$ cat config.mk
export PLATFORM = sky130hd
export DESIGN_NAME = md_unit_ctrl
export DESIGN_NICKNAME = d
export VERILOG_FILES = /design/src/rtl/md_unit_ctrl.sv
export SDC_FILE = /design/constraint.sdc
export NUM_CORES = 2
export LEC_CHECK = 0
export ABC_AREA = 1
export BUFFER_PORTS_ARGS = -buffer_cell sky130_fd_sc_hd__buf_2
export CORE_MARGIN = 5
export CORE_UTILIZATION = 46
export CTS_BUF_LIST = sky130_fd_sc_hd__clkbuf_4 sky130_fd_sc_hd__clkbuf_8 sky130_fd_sc_hd__clkbuf_16
export CTS_CLUSTER_SIZE = 16
export DETAILED_ROUTE_END_ITERATION = 16
export MAX_ROUTING_LAYER = met4
export PLACE_DENSITY = 0.64
export REMOVE_ABC_BUFFERS = 1
export SLEW_MARGIN = 20
export SYNTH_ARGS = -nofsm -noshare
export SYNTH_HDL_FRONTEND = slang
export SYNTH_SLANG_ARGS = --single-unit
$ cat constraint.sdc
create_clock -name clk -period 5.4 [get_ports clk]
set_input_delay 0.81 -clock clk [delete_from_list [all_inputs] [get_ports clk]]
set_output_delay 0.81 -clock clk [all_outputs]
set_load 0.005 [all_outputs]
$ cat src/rtl/md_unit_ctrl.sv
// Purpose : HI/LO multiply/divide controller. It runs a fixed-latency multiply or a
//           32-step restoring divide, owns HI/LO and raises the D-stage stall.
// Latency : MUL/MULTU take MUL_LAT cycles. DIV/DIVU take 33 cycles (32 steps + 1 fix-up).
//           MTHI/MTLO write at the edge that samples them.
// Backpr. : There is no queueing. The stall output keeps a second HI/LO-class
//           instruction in D while an operation is in flight. A start seen while busy
//           is dropped.
//
// Ports:
//   clk, rst_n        clock (rising edge), asynchronous active-low reset
//   start, op         E-stage md operation strobe and opcode
//                     (0 MULT, 1 MULTU, 2 DIV, 3 DIVU, 4 MTHI, 5 MTLO, 6/7 no-op)
//   src_a, src_b      rs / rt operands
//   d_md_use          D-stage instruction touches HI/LO
//   busy              multiply or divide in flight
//   stall             combinational stall request to D
//   hi, lo            architectural HI/LO registers
module md_unit_ctrl #(
    parameter int MUL_LAT = 5
) (
    input  logic        clk,
    input  logic        rst_n,
    input  logic        start,
    input  logic [2:0]  op,
    input  logic [31:0] src_a,
    input  logic [31:0] src_b,
    input  logic        d_md_use,
    output logic        busy,
    output logic        stall,
    output logic [31:0] hi,
    output logic [31:0] lo
);

    localparam logic [4:0] MUL_CNT = 5'(MUL_LAT - 1);

    typedef enum logic [1:0] {
        S_IDLE = 2'd0,
        S_MUL  = 2'd1,
        S_DIV  = 2'd2,
        S_FIX  = 2'd3
    } state_t;

    state_t      r_state;
    state_t      w_state_nxt;

    logic [4:0]  r_cnt;
    logic [63:0] r_prod;
    logic [31:0] r_rem;
    logic [31:0] r_quo;
    logic [31:0] r_dvsr;
    logic [31:0] r_src_a;
    logic        r_neg_q;
    logic        r_neg_r;
    logic        r_div0;
    logic [31:0] r_hi;
    logic [31:0] r_lo;

    // op[0]==0 selects the signed flavour for both MULT/MULTU and DIV/DIVU.
    logic        w_sgn;
    logic        w_op_mul;
    logic        w_op_div;
    logic [63:0] w_a_ext;
    logic [63:0] w_b_ext;
    logic [63:0] w_prod;
    logic [31:0] w_a_mag;
    logic [31:0] w_b_mag;
    logic [32:0] w_rem_sh;
    logic [31:0] w_rem_sub;
    logic        w_ge;
    logic [31:0] w_quo_fix;
    logic [31:0] w_rem_fix;

    assign w_sgn    = ~op[0];
    assign w_op_mul = (op[2:1] == 2'b00);
    assign w_op_div = (op[2:1] == 2'b01);

    // The low 64 bits of a 64x64 product of extended operands give the signed
    // or unsigned 32x32 product, depending on how the operands were extended.
    assign w_a_ext  = {{32{w_sgn & src_a[31]}}, src_a};
    assign w_b_ext  = {{32{w_sgn & src_b[31]}}, src_b};
    assign w_prod   = w_a_ext * w_b_ext;

    // The magnitude of 32'h80000000 is the same bit pattern read as unsigned.
    // That is why the overflow case wraps and does not trap.
    assign w_a_mag  = (w_sgn && src_a[31]) ? (32'd0 - src_a) : src_a;
    assign w_b_mag  = (w_sgn && src_b[31]) ? (32'd0 - src_b) : src_b;

    // Restoring step. The shifted remainder needs a 33rd bit, because rem < divisor
    // only bounds the shifted value to below 2*divisor. The difference fits in 32 bits.
    assign w_rem_sh  = {r_rem, r_quo[31]};
    assign w_ge      = (w_rem_sh >= {1'b0, r_dvsr});
    assign w_rem_sub = w_rem_sh[31:0] - r_dvsr;

    assign w_quo_fix = r_neg_q ? (32'd0 - r_quo) : r_quo;
    assign w_rem_fix = r_neg_r ? (32'd0 - r_rem) : r_rem;

    // Next-state logic. Only IDLE accepts a start, so a start seen while busy
    // has no effect.
    always_comb begin
        w_state_nxt = r_state;
        case (r_state)
            S_IDLE: begin
                if (start && w_op_mul) begin
                    w_state_nxt = S_MUL;
                end else if (start && w_op_div) begin
                    w_state_nxt = S_DIV;
                end
            end
            S_MUL: begin
                if (r_cnt == 5'd0) begin
                    w_state_nxt = S_IDLE;
                end
            end
            S_DIV: begin
                if (r_cnt == 5'd0) begin
                    w_state_nxt = S_FIX;
                end
            end
            S_FIX: begin
                w_state_nxt = S_IDLE;
            end
            default: begin
                w_state_nxt = S_IDLE;
            end
        endcase
    end

    always_ff @(posedge clk or negedge rst_n) begin
        if (!rst_n) begin
            r_state <= S_IDLE;
        end else begin
            r_state <= w_state_nxt;
        end
    end

    // Datapath and HI/LO. HI/LO are written only at MTHI/MTLO, at the last MUL
    // edge or at the FIX edge. A reset part-way through therefore discards the
    // partial result.
    always_ff @(posedge clk or negedge rst_n) begin
        if (!rst_n) begin
            r_cnt   <= 5'd0;
            r_prod  <= 64'd0;
            r_rem   <= 32'd0;
            r_quo   <= 32'd0;
            r_dvsr  <= 32'd0;
            r_src_a <= 32'd0;
            r_neg_q <= 1'b0;
            r_neg_r <= 1'b0;
            r_div0  <= 1'b0;
            r_hi    <= 32'd0;
            r_lo    <= 32'd0;
        end else begin
            case (r_state)
                S_IDLE: begin
                    if (start) begin
                        case (op)
                            3'd0, 3'd1: begin
                                r_prod <= w_prod;
                                r_cnt  <= MUL_CNT;
                            end
                            3'd2, 3'd3: begin
                                r_rem   <= 32'd0;
                                r_quo   <= w_a_mag;
                                r_dvsr  <= w_b_mag;
                                r_neg_q <= w_sgn & (src_a[31] ^ src_b[31]);
                                r_neg_r <= w_sgn & src_a[31];
                                r_div0  <= (src_b == 32'd0);
                                r_src_a <= src_a;
                                r_cnt   <= 5'd31;
                            end
                            3'd4: r_hi <= src_a;
                            3'd5: r_lo <= src_a;
                            default: ;
                        endcase
                    end
                end
                S_MUL: begin
                    if (r_cnt == 5'd0) begin
                        r_hi <= r_prod[63:32];
                        r_lo <= r_prod[31:0];
                    end else begin
                        r_cnt <= r_cnt - 5'd1;
                    end
                end
                S_DIV: begin
                    r_rem <= w_ge ? w_rem_sub : w_rem_sh[31:0];
                    r_quo <= {r_quo[30:0], w_ge};
                    if (r_cnt != 5'd0) begin
                        r_cnt <= r_cnt - 5'd1;
                    end
                end
                S_FIX: begin
                    if (r_div0) begin
                        r_lo <= 32'hFFFF_FFFF;
                        r_hi <= r_src_a;
                    end else begin
                        r_lo <= w_quo_fix;
                        r_hi <= w_rem_fix;
                    end
                end
                default: ;
            endcase
        end
    end

    assign busy  = (r_state != S_IDLE);
    // The stall is raised already in the issue cycle. A D-stage HI/LO user then
    // never sees stale HI/LO, and never enters E behind a starting operation.
    assign stall = d_md_use & (busy | (start & ~op[2]));
    assign hi    = r_hi;
    assign lo    = r_lo;

endmodule
# Word level (Yosys, flattened, before mapping)
# Cells that the tools add are included.
# W data, S select, Z words.
[totals] register_bits=266 in_bits=71 out_inout_bits=66 elab_cells=102
[classes] add_sub_neg=6 n_mul=1 order_cmp=1 eq_ne=19 mux=31 bitwise_logic=9 reduce_logical=23
[op_table] operator="$mux W32" n=17
[op_table] operator="$pmux W32 S3" n=2
[op_table] operator="$pmux W32 S2" n=2
[op_table] operator="$sub A1 B32 Y32 const A" n=4
[op_table] operator="$mul A33 B33 Y64" n=1
[op_table] operator="$ge A33 B32 Y1" n=1
[op_table] operator="$logic_not A32 Y1" n=1
[op_table] operator="$sub A32 B32 Y32" n=1
[op_table] operator="$mux W5" n=3
[op_table] operator="$pmux W5 S3" n=1
[op_table] operator="$ne A2 B2 Y1 const B" n=6
[op_table] operator="$reduce_and A3 Y1" n=4
[op_table] operator="$pmux W5 S2" n=1
[op_table] operator="$mux W2" n=4
[op_table] operator="$pmux W2 S4" n=1
[op_table] operator="$reduce_and A4 Y1" n=2
[op_table] operator="$eq A3 B2 Y1 const B" n=2
[op_table] operator="$eq A3 B3 Y1 const B" n=2
[op_table] operator="$reduce_bool A3 Y1" n=2
[op_table] operator="$and A1 B1 Y1" n=5
[op_table] operator="$logic_not A5 Y1" n=1
[op_table] operator="$reduce_and A5 Y1" n=1
[op_table] operator="$reduce_bool A5 Y1" n=1
[op_table] operator="$sub A5 B1 Y5 const B" n=1
[op_table] operator="other kinds (14)" n=24

# Depth between registers and ports, before layout
[logic_depth] depth_word=6 mapped_depth=35 mapped_depth_nobuf=33

# Least setup slack after synthesis
# No wires, ideal clock.
[synth_timing] kind="input to register" start="input op[0]" end="register r_prod[62]" setup_time_ps=118 arrival_ps=7641 required_ps=5282 path_slack_ps=-2359 cell_stages=27 n_path_buf=2 path_cell_list="clkbuf_1 > clkbuf_1 > nor2_1 > fa_1 > inv_1 > fa_1 > inv_1 > fa_1 > inv_1 > fa_1 > fa_1 > inv_1 > fa_1 > inv_1 > fa_1 > fa_1 > inv_1 > ha_1 > inv_1 > nor3_1 > nand2_1 > nor4_1 > nand2_1 > nand2_1 > nand2_1 > nand3_1 > nand2_1"
[synth_between] elab_chain_len=3 elab_cells_between_ends=8 classes_between="mul (1); eq/ne (1); bitwise (3); reduce/logical (3)"
[synth_rtl] element="start: declaration" line="24" text="input logic [2:0] op,"
[synth_rtl] element="$not A1 Y1 (tied with other cells)" line="73" text="assign w_sgn = ~op[0];"
[synth_rtl] element="$and A1 B1 Y1 (tied with other cells)" line="79" text="assign w_a_ext = {{32{w_sgn & src_a[31]}}, src_a};"
[synth_rtl] element="$mul A33 B33 Y64 / $reduce_and A3 Y1 (equally long branches)"
[synth_rtl] element="end signal: assignment" line="158" text="r_prod <= w_prod;"
[synth_rtl] element="end: declaration" line="47" text="logic [63:0] r_prod;"
# Parallel ways exist; a longest one is shown, timed or not.
# A chain may end at the register's enable or synchronous reset.

# Worst setup path after layout
[layout_timing] start="input src_a[31]" end="register r_prod[56]"
[layout_between] elab_chain_len=2
[layout_rtl] element="start: declaration" line="25" text="input logic [31:0] src_a,"
[layout_rtl] element="$and A1 B1 Y1" line="79"
[layout_rtl] element="$mul A33 B33 Y64 *" line="81" text="assign w_prod = w_a_ext * w_b_ext;"
# Mark *: on every way between the ends. The rest lies on a longest branch, timed or not.

==> metrics.csv <==
metric,value,unit
cts hold-fix bufs,0,
initial antenna violation count,7,
Synth area leader,fa_1,
CTS tree,yes,
synthesized instance count,7543,
Syn Area/Cell,7.60,µm²
H-tree depth,1,
pin count of the biggest net entering global routing,109,
row count,129,
first-pass GRT wire length,330000,µm
worst rel slew slack,0.386,
vias in the first global route,55300,
fin cells,9857,
minimum clock period,6880,ps
initial drt markers,4980,
CP Capture Type,register,
grt ovf,0,
failing checks,negative setup slack,
status,"complete, but fails checks",
Routed Antenna Nets,0,
most frequent cell after synthesis,nand2_1,
kind of critical path,in -> reg,
Fillers,10900,
crit path max fanout,7,
fraction of registers with async set/reset,1.00,
Post-synth EDFFs,0,
startpoint type of the worst setup path,input pin,
Initial Util,0.463,
Placed Cells,9615,
#FFs+latches synth,266,
die width,363,µm
Skew-Pair Late Insertion Delay,600,ps
final core utilization,0.588,
Port-buffer cells,136,
YS warnings,0,
"CTS clk-pin slew, worst paths",70,ps
top post-synthesis cells by area,"fa_1 (39%), nand2_1 (13%), inv_1 (12%)",
average wire per standard cell,22.2,µm
RSZ-0062 raised after global routing,true,
top-area cell type share of the netlist area,0.393,
"Seq/Total Area, Yosys",0.116,
clock root cell,clkbuf_16,
pre-CTS setup slack,-2510,ps
Synth Flop Type,dfrtp_1,
Post-route DRC,0,
vias,52700,
Max clock buf depth,3,
Slew @ Worst Pin,920,ps
Placer Congestion,0.989,
core area,124000,µm²
Max Slew Vio Count,0,
Syn Std Cell Area,57300,µm²
Pre-Repair DR Iteration Count,6,
required time worst endpoint,5920,ps
setup ws final,-1480,ps
full die area,132000,µm²
hpwl dp,173000,µm
fraction of layout cells with a size suffix above 1,0.229,
Hold Path Class,in -> async,
Hold WS,306,ps
# nets final,9642,
Netlist cell types,54,
final setup fails,54,
final hold vios,0,
"top cells by count, synth","nand2_1 (1961), inv_1 (1871), fa_1 (1126)",
Layout Skew,29.4,ps
period utilization,1.27,
f_max,0.145,GHz
Clock Sinks,266,
Die Span Y,363,µm
area delta synth->final,27.0,%
max-cap violations,0,
Ports,137,
post-DR vias/cell,5.35,
Arrival @ worst endpoint,7390,ps
Total Wirelength,219000,µm
Num CTS Buffers,30,
Tot GR Track Use,0.338,
worst max-delay path, cell delays in order:
cell and delay (ps):
buf_12 120, buf_12 150, buf_4 150, nand2_4 80
nor2_4 40, fa_1 510, inv_2 70, fa_2 590
inv_2 70, fa_1 500, fa_2 630, buf_6 140
fa_1 440, fa_1 550, inv_1 50, fa_1 470
inv_1 50, fa_1 520, ha_4 230, a21o_1 200
a31oi_1 210, buf_4 150, o21bai_1 120, a21oi_2 200
nand3_2 90, nand2_1 70, nand3_1 70, nand2_1 100
cell usage in the layout, fill, tap and decap left out, drive strengths merged, types with 16 or more instances in the layout:
cell type	netlist	final
xnor2	43	43
nand4	60	60
o21bai	16	16
clkbuf	254	46
a211oi	41	41
buf	117	974
nor3	45	45
a21boi	19	19
dfrtp	266	266
o211ai	19	19
nand2	1965	1965
nor2	408	408
nand3	299	299
ha	255	255
a21oi	231	231
o21ai	305	305
inv	1877	1876
xor2	39	39
a31oi	17	17
or2	28	28
fa	1126	1126
a2bb2oi	27	27
final timing paths:
path	from	endpoint	slack, ps	cells after the start
hold reg to reg	r_src_a[8]	r_src_a[8]	480	2
hold / removal	rst_n	r_dvsr[23]	310	1
min in group clk	r_src_a[8]	r_src_a[8]	480	2
max in group asynchronous	rst_n	lo[27]	3840	2
setup / recovery	src_a[31]	r_prod[56]	-1480	28
setup reg to reg	r_state[0]	hi[27]	1970	13
per-layer routing:
layer	routed length, µm	up-vias	global-route usage
met5	0	-	-
met4	12800	0	0.139
met3	16600	504	0.0395
met2	103000	2212	0.547
met1	87100	26500	0.437
li1	-	23500	-
kinds of logic after synthesis:
kind of cell | after synthesis | synth area share
flip-flops | 266 | 0.116
buffers and inverters | 2250 | 0.149
AND/OR/NAND/NOR | 2835 | 0.201
AO/OA/AOI/OAI | 729 | 0.0728
XOR/XNOR | 82 | 0.0125
adder cells (fa/ha/maj) | 1381 | 0.449
through the flow:
stage          cell area [µm²]  setup TNS (ps)
4_1_cts                  70200          -64080
2_1_floorplan            55800         -122990
6_report                 72800          -65230
3_5_place_dp             64400         -118580
3_3_place_gp             64400         -117010
5_1_grt                  72800          -74780
sequential cells by signal, summed over array words and instances, names as in the netlist:
| signal | count |
|---|---|
| r_div0 | 1 |
| r_state | 2 |
| r_neg_q | 1 |
| r_cnt | 5 |
| r_src_a | 32 |
| r_neg_r | 1 |
| r_prod | 64 |
| r_quo | 32 |
| hi | 32 |
| lo | 32 |
| r_dvsr | 32 |
| r_rem | 32 |
area by class of cell:
| cell class | count | area [µm²] | share of cell area |
|---|---|---|---|
| well taps | 1637 | 2050 | 0.0281 |
| flip-flops and latches | 266 | 6660 | 0.0915 |
| diodes | 6 | 15.0 | 0.000206 |
| clock inverters | 17 | 327 | 0.00449 |
| multi-input cells | 5027 | 45900 | 0.631 |
| inverters | 1879 | 7080 | 0.0973 |
| clock buffers | 39 | 861 | 0.0118 |
| repair buffers | 986 | 9860 | 0.135 |
timing repair:
action                                  CTS  global route
pin swaps                               274           270
setup buffers                           107            64
hold endpoints to repair                  0             0
endpoints found under the setup margin   55            55
gates resized for setup                 885           544
cloned                                   16             7
Power is left out: the tool's default activity adds up to more than one toggle a clock period on the data nets, which glitch-free logic cannot reach.
